File: config.mk
export PLATFORM = sky130hd
export DESIGN_NAME = pipelined_cla_adder
export DESIGN_NICKNAME = d
export VERILOG_FILES = /design/src/rtl/pipelined_cla_adder.sv
export SDC_FILE = /design/constraint.sdc
export NUM_CORES = 1
export LEC_CHECK = 0
export ABC_AREA = 1
export CAP_MARGIN = 20
export CORE_MARGIN = 2
export CORE_UTILIZATION = 50
export DETAILED_ROUTE_END_ITERATION = 6
export PLACE_DENSITY = 0.84
export REMOVE_ABC_BUFFERS = 1
export SLEW_MARGIN = 20
export SYNTH_ARGS = -nofsm -noshare
export SYNTH_HDL_FRONTEND = slang
export SYNTH_SLANG_ARGS = --single-unit
export TNS_END_PERCENT = 10
File: constraint.sdc
create_clock -name clk -period 1.75 [get_ports clk]
set_input_delay 0.35 -clock clk [delete_from_list [all_inputs] [get_ports clk]]
set_output_delay 0.35 -clock clk [all_outputs]
set_load 0.02 [all_outputs]
File: src/rtl/pipelined_cla_adder.sv
// pipelined_cla_adder
//   Pipelined carry-lookahead adder/subtractor. A WIDTH-bit operation is split
//   into NSEG = WIDTH/SEG_W lookahead segments, and one segment is resolved per
//   stage. The carry between segments is registered, so no combinational path
//   spans more than one segment. The pipeline advances as one unit whenever
//   the output register is empty or is being drained.
//
// Ports
//   clk, rst_n            clock; asynchronous active-low reset
//   in_valid / in_ready   operand beat handshake (in_ready = !out_valid | out_ready)
//   in_a, in_b            operands
//   in_cin                carry-in for add (ignored when in_sub=1)
//   in_sub                0: a+b+cin, 1: a-b (a + ~b + 1)
//   out_valid / out_ready result beat handshake
//   out_sum               result
//   out_cout              carry out of MSB (1 = no borrow when subtracting)
//   out_ovf               two's-complement overflow of the selected operation
module pipelined_cla_adder #(
    parameter int unsigned WIDTH = 32,
    parameter int unsigned SEG_W = 8
) (
    input  logic             clk,
    input  logic             rst_n,
    input  logic             in_valid,
    output logic             in_ready,
    input  logic [WIDTH-1:0] in_a,
    input  logic [WIDTH-1:0] in_b,
    input  logic             in_cin,
    input  logic             in_sub,
    output logic             out_valid,
    input  logic             out_ready,
    output logic [WIDTH-1:0] out_sum,
    output logic             out_cout,
    output logic             out_ovf
);
    localparam int unsigned NSEG = WIDTH / SEG_W;

    logic en;
    logic cmsb_q;

    assign en       = !out_valid || out_ready;
    assign in_ready = en;

    // One lookahead segment: every carry is expanded from the g/p terms and the
    // segment carry-in directly. Returns {carry_out, sum}.
    function automatic logic [SEG_W:0] cla_seg(
        input logic [SEG_W-1:0] a,
        input logic [SEG_W-1:0] b,
        input logic             cin
    );
        logic [SEG_W-1:0] g;
        logic [SEG_W-1:0] p;
        logic [SEG_W:0]   c;
        logic             t;
        g = a & b;
        p = a ^ b;
        c = '0;
        for (int unsigned i = 0; i <= SEG_W; i++) begin
            t = cin;
            for (int unsigned j = 0; j < i; j++) t = t & p[j];
            c[i] = t;
            for (int unsigned j = 0; j < i; j++) begin
                t = g[j];
                for (int unsigned m = j + 1; m < i; m++) t = t & p[m];
                c[i] = c[i] | t;
            end
        end
        return {c[SEG_W], p ^ c[SEG_W-1:0]};
    endfunction

    for (genvar k = 0; k < NSEG; k++) begin : g_stg
        // Operand bits still unresolved on entry, and sum bits resolved on exit.
        localparam int unsigned RW = WIDTH - k * SEG_W;
        localparam int unsigned SW = (k + 1) * SEG_W;

        logic [RW-1:0]    a_d;
        logic [RW-1:0]    b_d;
        logic             cin_d;
        logic             vld_d;
        logic [SEG_W:0]   seg_res;
        logic [SW-1:0]    sum_d;
        logic [SW-1:0]    sum_q;
        logic             vld_q;
        logic             c_q;

        if (k == 0) begin : g_src
            // B is inverted here, so later stages only ever add.
            assign a_d   = in_a;
            assign b_d   = in_sub ? ~in_b : in_b;
            assign cin_d = in_sub | in_cin;
            assign vld_d = in_valid;
            assign sum_d = seg_res[SEG_W-1:0];
        end else begin : g_src
            assign a_d   = g_stg[k-1].g_fwd.a_q;
            assign b_d   = g_stg[k-1].g_fwd.b_q;
            assign cin_d = g_stg[k-1].c_q;
            assign vld_d = g_stg[k-1].vld_q;
            assign sum_d = {seg_res[SEG_W-1:0], g_stg[k-1].sum_q};
        end

        assign seg_res = cla_seg(a_d[SEG_W-1:0], b_d[SEG_W-1:0], cin_d);

        always_ff @(posedge clk or negedge rst_n) begin
            if (!rst_n) begin
                vld_q <= 1'b0;
                c_q   <= 1'b0;
                sum_q <= '0;
            end else if (en) begin
                vld_q <= vld_d;
                c_q   <= seg_res[SEG_W];
                sum_q <= sum_d;
            end
        end

        // Only the operand bits of later segments travel on.
        if (k < NSEG - 1) begin : g_fwd
            logic [RW-SEG_W-1:0] a_q;
            logic [RW-SEG_W-1:0] b_q;

            always_ff @(posedge clk or negedge rst_n) begin
                if (!rst_n) begin
                    a_q <= '0;
                    b_q <= '0;
                end else if (en) begin
                    a_q <= a_d[RW-1:SEG_W];
                    b_q <= b_d[RW-1:SEG_W];
                end
            end
        end
    end

    // Carry into the MSB is recovered from sum ^ a ^ b at the top bit of the
    // last segment, and is registered alongside that stage's result.
    always_ff @(posedge clk or negedge rst_n) begin
        if (!rst_n) begin
            cmsb_q <= 1'b0;
        end else if (en) begin
            cmsb_q <= g_stg[NSEG-1].seg_res[SEG_W-1]
                    ^ g_stg[NSEG-1].a_d[SEG_W-1]
                    ^ g_stg[NSEG-1].b_d[SEG_W-1];
        end
    end

    assign out_valid = g_stg[NSEG-1].vld_q;
    assign out_sum   = g_stg[NSEG-1].sum_q;
    assign out_cout  = g_stg[NSEG-1].c_q;
    assign out_ovf   = g_stg[NSEG-1].c_q ^ cmsb_q;

endmodule

==> results.txt <==
----------------------------------------------------
[Logic synthesis]
  Mean post-synth cell area ... 8.94 um2
  Distinct cells, synth ... 26
  Total of warnings raised by yosys ... 0
  Sequential share of the synthesized area ... 0.553
  Post-Syn Area ... 0.00836 mm2
  Share of flip-flops with an asynchronous set or reset ... 1.00
  Flops & latches, synth ... 185
  Leading post-synthesis cells by instance count ... 359 x nand2_1, 185 x dfrtp_1, 103 x o21ai_0
  Primary FF master, synth ... dfrtp_1
  Share of Yosys cell area claimed by the top area cell type ... 0.553
  Biggest area consumer among synthesized cells ... dfrtp_1
  Cell types with the largest area share after synthesis ... dfrtp_1 55%, nand2_1 16%, o21ai_0 6.2%
  Post-synthesis cell count ... 936
  Number of synthesized flops with an enable pin ... 0
  Leading cell type by number of instances after synthesis ... nand2_1

[Timing]
  Min Tclk post-route ... 2.03 ns
  Fmax ... 0.493 GHz
  Final setup violation count ... 17
  Crit path setup slack, layout ... -0.280 ns
  Tcrit/Tclk final ... 1.16
  RSZ-0062 raised after global routing ... yes
  Final Max Tran Viols ... 0
  Worst Hold Slack ... 0.417 ns
  Post-route setup TNS ... -2.07 ns
  Worst setup skew after layout ... 0.00977 ns
  Max-slew headroom at the worst pin ... 0.743
  Actual slew at the worst max-slew pin ... 0.385 ns
  Final hold violation count ... 0

[Min path]
  Hold path start ... in_sub
  Hold-critical path depth ... 4
  Hold worst-path end ... g_stg[0].g_fwd.b_q[4]$_DFFE_PN0P_
  Worst min path class ... input port to flop

[Power and ir drop]
  Fraction of power spent switching nets ... 0.373
  Pwr/cell area ... 1750 mW/mm2
  Relative contribution of the clock network to total power ... 0.206
  Portion of total power attributed to combinational logic ... 0.418
  Cell Int Power ... 12.0 mW
  P_leak ... 5.50 nW
  Sequential cell fraction of total power ... 0.376
  Net switching power ... 7.10 mW
  Worst vdd rail ir drop ... 773 uV

[Global route]
  Global-route met1 utilization ... 0.257
  All-Layer GR Usage ... 0.199
  Routing usage on met2 ... 0.331
  Initial antenna violation count ... 0
  Maximum number of pins on one net before global-route repair ... 70
  GR peak layer ... met2
  Total congestion overflow after global routing ... 0
  Number of global-route vias before repair ... 6270
  Global-route wire length before repair ... 28600 um
  Met3 usage in global routing ... 0.0510

[Critical path]
  Arr. time, crit path ... 2.38 ns
  Crit-path max FO ... 2
  Reg2reg start ... g_stg[0].g_fwd.a_q[0]$_DFFE_PN0P_
  Critical path depth in cells ... 17
  Number of buffers and inverters on the critical path ... 0
  Cell repeated most along the worst path ... nand2_2
  Critical path startpoint category ... flop
  Slack of the worst reg-to-reg path ... -0.28 ns
  Critical-path cell list ... ha_1, ha_2, o21ai_1, nand2_1, nand2_2, nand2_2, nand2_2, nand2_2, nand2_2, nand2_2, nand2_2, nand2_2, nand2_2, nand2_2, nand2_2, nand3_1, o21ai_1
  CP Data Required Time ... 2.10 ns
  R2R depth ... 17
  Slowest stage cell, crit path ... dfrtp_1
  Type of the setup path with the least slack ... flop to flop
  Kind of cell with the highest combined delay on the critical path ... simple AND/OR/NAND/NOR gates
  CP Capture Type ... flop
  Endpoint of the worst register-to-register path ... g_stg[1].sum_q[15]$_DFFE_PN0P_
  Highest cell delay on the worst timing path ... 0.40 ns
  Launching instance or port of the critical path ... g_stg[0].g_fwd.a_q[0]$_DFFE_PN0P_

[Die]
  Die area ... 0.0178 mm2
  Core area ... 0.0165 mm2
  Initial core utilization ... 0.508
  Vertical die dimension ... 133 um
  Floorplan die width ... 133 um
  Top-Level Pins ... 106
  Site row count ... 47

[Place]
  Post-placement worst setup slack ... -0.861 ns
  Quantity of I/O buffers inserted on ports ... 105
  Detail Placement HPWL ... 10800 um
  Post-DP Area ... 0.00990 mm2
  Final Wtd Congestion ... 0.784
  DP Cell Count ... 1253

[Route]
  Via count normalized by instance count ... 4.87
  Drt first-iter violations ... 337
  Wirelength per Cell ... 13.1 um
  Initial DRT Pass Iterations ... 4
  Number of nets with antenna violations after routing ... 0
  Total via count after detailed routing ... 6370
  Final wirelength ... 17100 um
  Post-detailed-route DRC marker count ... 0

[Finish]
  Share of post-route cells with drive strength above 1 ... 0.147
  Post-route design area ... 0.0109 mm2
  Area Growth Syn to Fin ... 30.3%
  Ant. Diodes ... 0
  Number of nets in the finished design ... 1185
  Number of cells in the finished layout apart from fillers ... 1308

[Outcome]
  Violations in the final reports ... negative setup slack
  Outcome ... finished, violations left

[CTS]
  Later-pin clock latency in the skew report ... 0.43 ns
  TritonCTS clock tree ... yes
  Clock-pin slew reported for the worst setup and hold paths after clock tree synthesis ... 0.07 ns
  Clock root buffer ... clkbuf_16
  Number of CTS-inserted buffers ... 17
  Clock Sinks ... 185
  Buffer depth of the longest clock path ... 2
  Number of H-tree levels ... 4

[Run]
  Max-capacitance violation count ... 0

----------------------------------------------------
## flip-flops by register name, indices dropped and copies added (netlist names)
| name | flops |
|---|---|
| g_stg.sum_q | 48 |
| g_stg.g_fwd.a_q | 48 |
| out_cout | 1 |
| g_stg.vld_q | 3 |
| g_stg.g_fwd.b_q | 48 |
| g_stg.c_q | 3 |
| cmsb_q | 1 |
| out_sum | 32 |
| out_valid | 1 |
## per-layer routing
metal | vias to the layer above | wire length (um) | share of wire
met5 | - | 0 | 0
met4 | 0 | 209 | 0.012
met3 | 20 | 887 | 0.052
met2 | 130 | 8520 | 0.50
met1 | 3022 | 7460 | 0.44
li1 | 3198 | - | -
## per-stage QoR
stage                     power (mW)   util
final                           19.1  0.662
after global routing            20.6  0.662
after CTS                       18.9  0.647
after detailed placement        14.8  0.601
after global placement          14.4  0.601
after floorplan                 12.0      -
## worst max path at each step
stage,endpoint,slack [ns]
2_1_floorplan,g_stg[0].sum_q[7]$_DFFE_PN0P_,-7.06
3_3_place_gp,g_stg[0].sum_q[7]$_DFFE_PN0P_,-0.81
3_5_place_dp,g_stg[0].sum_q[7]$_DFFE_PN0P_,-0.86
4_1_cts,g_stg[1].sum_q[15]$_DFFE_PN0P_,-0.27
5_1_grt,g_stg[1].sum_q[15]$_DFFE_PN0P_,-0.44
6_report,g_stg[1].sum_q[15]$_DFFE_PN0P_,-0.28
## cell type report
type / count / area, um2
sequential: 185 / 4630
multi-input combinational: 641 / 3470
clock inverter: 13 / 168
inverter: 63 / 239
fill: 1316 / 5570
clock buffer: 19 / 443
tap: 220 / 275
timing repair buffer: 167 / 1670
## logic make-up (layout without fill, tap and decap cells)
logic type      count (synthesis)  after routing  share of synthesized area
simple gates                  439            439                      0.211
flops                         185            185                      0.553
buf+inv                       110            262                     0.0527
compound gates                115            115                     0.0699
fa+ha+maj                      40             40                     0.0634
xor+xnor                       47             47                     0.0492
## worst min-delay path, stage by stage
cell and delay, ns:
buf_12 0.10, buf_12 0.13, xnor2_1 0.13, o21ai_0 0.09
## power by group through the flow
stage,Sequential (mW),Combinational [mW],Clock (mW)
2_1_floorplan,7.52,4.45,0
3_3_place_gp,7.17,7.22,0
3_5_place_dp,7.23,7.56,0
4_1_cts,7.17,7.70,4.00
5_1_grt,7.40,8.97,4.19
6_report,7.17,7.96,3.93
## placed cells by master, fill, tap and decap left out, types with 12 or more instances in the layout
master           count
dfrtp_1            185
nor2_1              26
nand2_1            343
clkbuf_16           17
dlymetal6s2s_1      15
nand2_2             36
ha_1                31
xnor2_1             33
inv_1               61
clkdlybuf4s50_1     63
dlygate4sd2_1       24
o21ai_0             91
nand3_1             12
buf_4               50
o21ai_1             16
## timing repair
action	4_1_cts	5_1_grt
resized for setup	52	52
setup endpoints to repair	42	36
pin swaps	21	29
setup buffers	14	8
hold buffers	1	0
hold endpoints to repair	41	0
(Power assumes the default switching activity.)
==> RTL change 1, RTL diff (same settings) <==
Make the reset (`rst_n`) synchronous in 3 clocked blocks. Comments in the files are not updated.
--- a/src/rtl/pipelined_cla_adder.sv
+++ b/src/rtl/pipelined_cla_adder.sv
@@ -100,7 +100,7 @@
 
         assign seg_res = cla_seg(a_d[SEG_W-1:0], b_d[SEG_W-1:0], cin_d);
 
-        always_ff @(posedge clk or negedge rst_n) begin
+        always_ff @(posedge clk) begin
             if (!rst_n) begin
                 vld_q <= 1'b0;
                 c_q   <= 1'b0;
@@ -117,7 +117,7 @@
             logic [RW-SEG_W-1:0] a_q;
             logic [RW-SEG_W-1:0] b_q;
 
-            always_ff @(posedge clk or negedge rst_n) begin
+            always_ff @(posedge clk) begin
                 if (!rst_n) begin
                     a_q <= '0;
                     b_q <= '0;
@@ -131,7 +131,7 @@
 
     // Carry into the MSB is recovered from sum ^ a ^ b at the top bit of the
     // last segment, and is registered alongside that stage's result.
-    always_ff @(posedge clk or negedge rst_n) begin
+    always_ff @(posedge clk) begin
         if (!rst_n) begin
             cmsb_q <= 1'b0;
         end else if (en) begin
Function: differs if rst_n is asserted again (counterexample within 10 cycles, from zero or initial values and one cycle with rst_n low); with rst_n held inactive, the same outputs for 10 cycles.
==> RTL change 1 against the original RTL <==
Final area shrank 6.0%; setup slack gained 0.29 ns; wire length down 2.9%; fmax rose by 17%; utilization increased by 0.68 points; sequential share of layout area shrank 6.2 points; via count grew 3.1%; sequential cell count stayed put; area after synthesis shrank 5.5%.
Power is not compared: it rests on default switching activity, and its combinational part moved more than twofold at a synthesized area within 25%.
==> RTL change 1: results <==
group,metric,value,unit
status,status,"finished clean",
route,first_pass_iters,5,
clocking,cts_buffer_depth,2,
clocking,path_clk_slew,0.07,ns
synth,seq_area_frac_synth,0.468,
route,m1WireLength,7.27,mm
route,dr_total_vias,6565,
worst_hold_path,hold_path.class,"in -> reg",
route,wl,16.6,mm
critical_path,path_max_fanout,2,
critical_path,rr_startpoint,"g_stg[2].g_fwd.a_q[0]",
route,wire_per_inst,12.6,µm
route,drc,0,
timing,fin_skew,0.00775,ns
synth,synth_commonest_cells,"nor2_1 (248), dfxtp_1 (185), o21ai_0 (153)",
worst_hold_path,worstHoldPathCells,3,
grt,grt_pass1_vias,6112,
critical_path,arrival,2.07,ns
clocking,clock_latency,0.43,ns
finish,drive_above_1_share,0.129,
synth,synth_ff_type,"dfxtp_1",
route,route.met2.wl,8.27,mm
power_and_ir_drop,p_leak,5.14,nW
timing,hold_ws,0.284,ns
grt,antenna_found_initial,0,
critical_path,cpMaxStageDelayCell,"dfxtp_2",
timing,relSlewSlack,0.782,
grt,grt_use_total,0.201,
placed_design,gp_congestion,0.787,
clocking,cts_buffers,17,
synth,synth_cells,991,
worst_hold_path,hold_path_end,"g_stg[2].g_fwd.b_q[3]",
placed_design,port_buffers,105,
route,drt-initial-drc-count,350,
power_and_ir_drop,peakVddDrop,0.000719,V
synth,ys_types,29,
clocking,cts_root_buf,"clkbuf_16",
synth,synth_async_sr_flop_share,0,
critical_path,r2r_cells,11,
critical_path,reg2reg_to,"out_sum[28]",
placed_design,hpwl,10.7,mm
finish,fin_nets,1206,
placed_design,pre_cts_ws,-0.770,ns
worst_hold_path,hold_path_startpoint,"rst_n",
synth,yosysWarningCount,0,
grt,grt_pass1_wl,27.4,mm
synth,synthTopCellsByArea,"dfxtp_1 (47%), nor2_1 (12%), o21ai_0 (9.7%)",
route,dr_wl_met3,830,µm
critical_path,cpPeakStageDelay,0.34,ns
clocking,h-tree-depth,4,
grt,grt_max_degree,74,
finish,diodes,0,
placed_design,numPlacedInstances,1284,
critical_path,worst-r2r-setup-slack,0.007,ns
-- RTL change 1: changes by cell type in the layout (fill, tap and decap cells not counted), sizes merged, moves of 6 or more --
cell | unedited run | this run
o21ai | 109 | 183
clkdlybuf4s50 | 63 | 69
dlygate4sd2 | 24 | 18
a21oi | 5 | 51
nand2 | 382 | 62
dfrtp | 185 | 0
nand4 | 7 | 0
o21bai | 0 | 12
xor2 | 11 | 22
dfxtp | 0 | 185
nor2 | 30 | 250
buf | 63 | 49
inv | 65 | 57
-- RTL change 1: how the worst max path moves through the flow --
stage,slack (ns),to,from,cells after the start
5_1_grt,-0.10,out_sum[28],g_stg[2].g_fwd.a_q[0],11
3_5_place_dp,-0.77,g_stg[0].sum_q[7],in_b[0],19
2_1_floorplan,-3.82,g_stg[0].g_fwd.b_q[0],out_valid,5
6_report,0.007,out_sum[28],g_stg[2].g_fwd.a_q[0],11
4_1_cts,-0.02,g_stg[2].sum_q[21],g_stg[1].g_fwd.b_q[0],12
3_3_place_gp,-0.63,g_stg[0].sum_q[7],in_b[0],19
-- RTL change 1: per-stage QoR --
stage,utilization,instance area [µm²]
2_1_floorplan,-,7630
3_3_place_gp,0.615,9420
4_1_cts,0.655,10000
6_report,0.669,10200
5_1_grt,0.669,10200
3_5_place_dp,0.615,9420
-- RTL change 1: cells by family (layout without fill, tap and decap cells) --
family          Yosys count  in the layout  synth area share
xor+xnor                 55             55            0.0609
simple gates            338            338             0.176
buf+inv                 120            238            0.0614
flops                   185            185             0.468
compound gates          253            253             0.167
fa+ha+maj                40             40            0.0671
-- RTL change 1: layout make-up --
cell class	count	area (µm²)
Fill cell	1249	5080
Clock inverter	10	116
Timing Repair Buffer	150	1560
Multi-Input combinational cell	686	3900
Tap cell	211	264
Clock buffer	22	474
Inverter	56	215
Sequential cell	185	3710
-- RTL change 1: repair_timing --
item / in CTS / in global routing
resized for setup: 32 / 47
pin swaps: 17 / 27
setup endpoints to repair: 27 / 31
buffers inserted: 2 / 2
-- RTL change 1: tightest hold or removal path, cell delays in order --
cell	delay, ns
buf_4	0.18
o21ai_0	0.09
nor2_1	0.04
-- RTL change 1: routing by layer --
metal	track usage	vias to the layer above
met1	0.249	3006
met3	0.0570	16
met4	0.0538	0
li1	-	3413
met5	0	-
met2	0.346	130
-- RTL change 1: report_power, final --
part           internal (mW)  switching, mW  total, mW
logic                  0.703          0.696       1.40
clock network           2.22           1.58       3.80
registers               4.56          0.179       4.74
total                   7.48           2.45       9.93
==> RTL change 2, RTL diff (same settings) <==
Made on the original files. Change the parameter `WIDTH` from 32 to 64.
--- a/src/rtl/pipelined_cla_adder.sv
+++ b/src/rtl/pipelined_cla_adder.sv
@@ -16,7 +16,7 @@
 //   out_cout              carry out of MSB (1 = no borrow when subtracting)
 //   out_ovf               two's-complement overflow of the selected operation
 module pipelined_cla_adder #(
-    parameter int unsigned WIDTH = 32,
+    parameter int unsigned WIDTH = 64,
     parameter int unsigned SEG_W = 8
 ) (
     input  logic             clk,
Ports: changed (resized in_a, in_b and out_sum); port bits go from 106 to 202. No check against the original RTL was run, so the function may have changed too.
==> RTL change 2 against the original RTL <==
The flow still finishes with violations (setup timing); via count grew to 3.6 times the old value; area after synthesis grew to 3.7 times the old value; die area increased to 3.6 times the old value; combinational power grew to 3.1 times the old value; setup slack gained 0.060 ns; wire length rose to 3.8 times the old value; total power rose to 3.7 times the old value; synthesized cell count rose to 3.7 times the old value; critical path depth decreased by 4; final area rose to 3.5 times the old value; sequential cell count up 568; sequential share of layout area up 6.3 points.
==> RTL change 2: results <==
group,metric,value,unit
status,status,"finished, violations left",
status,violations,"setup timing",
synth,synth_fa_ha_area_frac,0.0341,
clocking,cts_buffer_depth,3,
grt,grt_pass1_wl,108,mm
grt,grt_pass1_vias,22600,
finish,fin_nets,3978,
timing,setup_slack,-0.221,ns
synth,yosysWarningCount,0,
grt,grtUsageMet3,0.0331,
clocking,clock_latency,0.61,ns
grt,grt.met2_usage,0.340,
placed_design,pre_cts_ws,-0.874,ns
power_and_ir_drop,peakVddDrop,0.00105,V
route,wl,64.9,mm
clocking,cts_buffers,77,
critical_path,cp_top_family,"simple AND/OR/NAND/NOR gates",
power_and_ir_drop,switching_power,24.9,mW
critical_path,r2r_cells,13,
synth,synth_commonest_cells,"nand2_1 (1522), dfrtp_1 (753), o21ai_0 (375)",
critical_path,path_max_fanout,2,
route,first_pass_iters,6,
critical_path,reg2reg_to,"g_stg[6].sum_q[54]",
timing,tns,-2.33,ns
finish,final_cells,4661,
grt,antenna_found_initial,2,
synth,syn_area_per_cell,9.04,µm²
placed_design,port_buffers,201,
placed_design,numPlacedInstances,4486,
finish,n_fill_cell,4737,
route,drt-initial-drc-count,1498,
timing,fin_skew,0.0162,ns
grt,grt_max_degree,64,
grt,grt_use_total,0.204,
critical_path,cpPeakStageDelay,0.39,ns
placed_design,gp_congestion,0.796,
critical_path,rr_startpoint,"g_stg[5].g_fwd.b_q[0]",
finish,drive_above_1_share,0.124,
synth,synthTopCellsByArea,"dfrtp_1 (61%), nand2_1 (18%), o21ai_0 (6.0%)",
synth,seq_area_frac_synth,0.605,
placed_design,hpwl,41.0,mm
synth,synth_compound_area_frac,0.0689,
power_and_ir_drop,p_leak,19.5,nW
timing,finalSetupViolCount,27,
placed_design,place_area,35400,µm²
route,via_per_inst,4.95,
finish,reg_top3,"g_stg.g_fwd.a_q x224, g_stg.g_fwd.b_q x224, g_stg.sum_q x224",
grt,use_met1,0.277,
synth,ys_types,38,
critical_path,critPathKind,"reg -> reg",
clocking,h-tree-depth,3,
synth,synth-xor-area-share,0.0203,
critical_path,arrival,2.47,ns
timing,relSlewSlack,0.559,
timing,hold_ws,0.204,ns
worst_hold_path,hold_path.class,"in -> async",
-- RTL change 2: cell types whose count changed after synthesis, moves of 10 or more --
cell and change:
xnor2_1 +26, clkbuf_1 +50, o21ai_0 +272, buf_4 +15, dfrtp_1 +568, ha_1 +36
nor2_1 +42, o22ai_1 +10, inv_1 +149, buf_2 +71, nand2_2 +13, nand2_1 +1163
nand3_1 +28, nand4_1 +19
-- RTL change 2: cells by family after synthesis --
logic type,count (synthesis)
AO/OA/AOI/OAI,417
XOR/XNOR,72
adder cells (fa/ha/maj),80
buffers and inverters,398
flip-flops,753
AND/OR/NAND/NOR,1722
-- RTL change 2: layout make-up --
cell class / instances / area (µm²) / share of cell area
timing repair buffer: 426 / 4320 / 0.112
tap: 837 / 1050 / 0.0271
clock buffer: 122 / 2390 / 0.0619
multi-input combinational: 2291 / 10900 / 0.283
sequential: 753 / 18800 / 0.488
clock inverter: 16 / 235 / 0.00610
inverter: 215 / 833 / 0.0216
antenna: 1 / 2.50 / 0.0000648
-- RTL change 2: metal layers --
layer  vias to the layer above  part of all wire
met1                     11100              0.44
met5                         -           0.00043
met3                       101             0.045
met2                       468              0.49
met4                         4             0.020
li1                      11400                 -
-- RTL change 2: power groups by stage --
stage	Sequential, mW	Combinational [mW]	Clock [mW]
detailed placement	29.4	23.2	0
CTS	29.3	23.2	17.2
global placement	29.2	22.1	0
global route	30.3	27.7	18.0
floorplan	25.5	7.66	0
finish	29.3	24.3	16.8
-- RTL change 2: timing repair --
item | in CTS | in global routing
hold buffers | 1 | 0
endpoints found under the setup margin | 99 | 164
gates resized for setup | 95 | 97
buffers inserted | 3 | 33
hold endpoints to repair | 183 | 0
pin swaps | 5 | 58
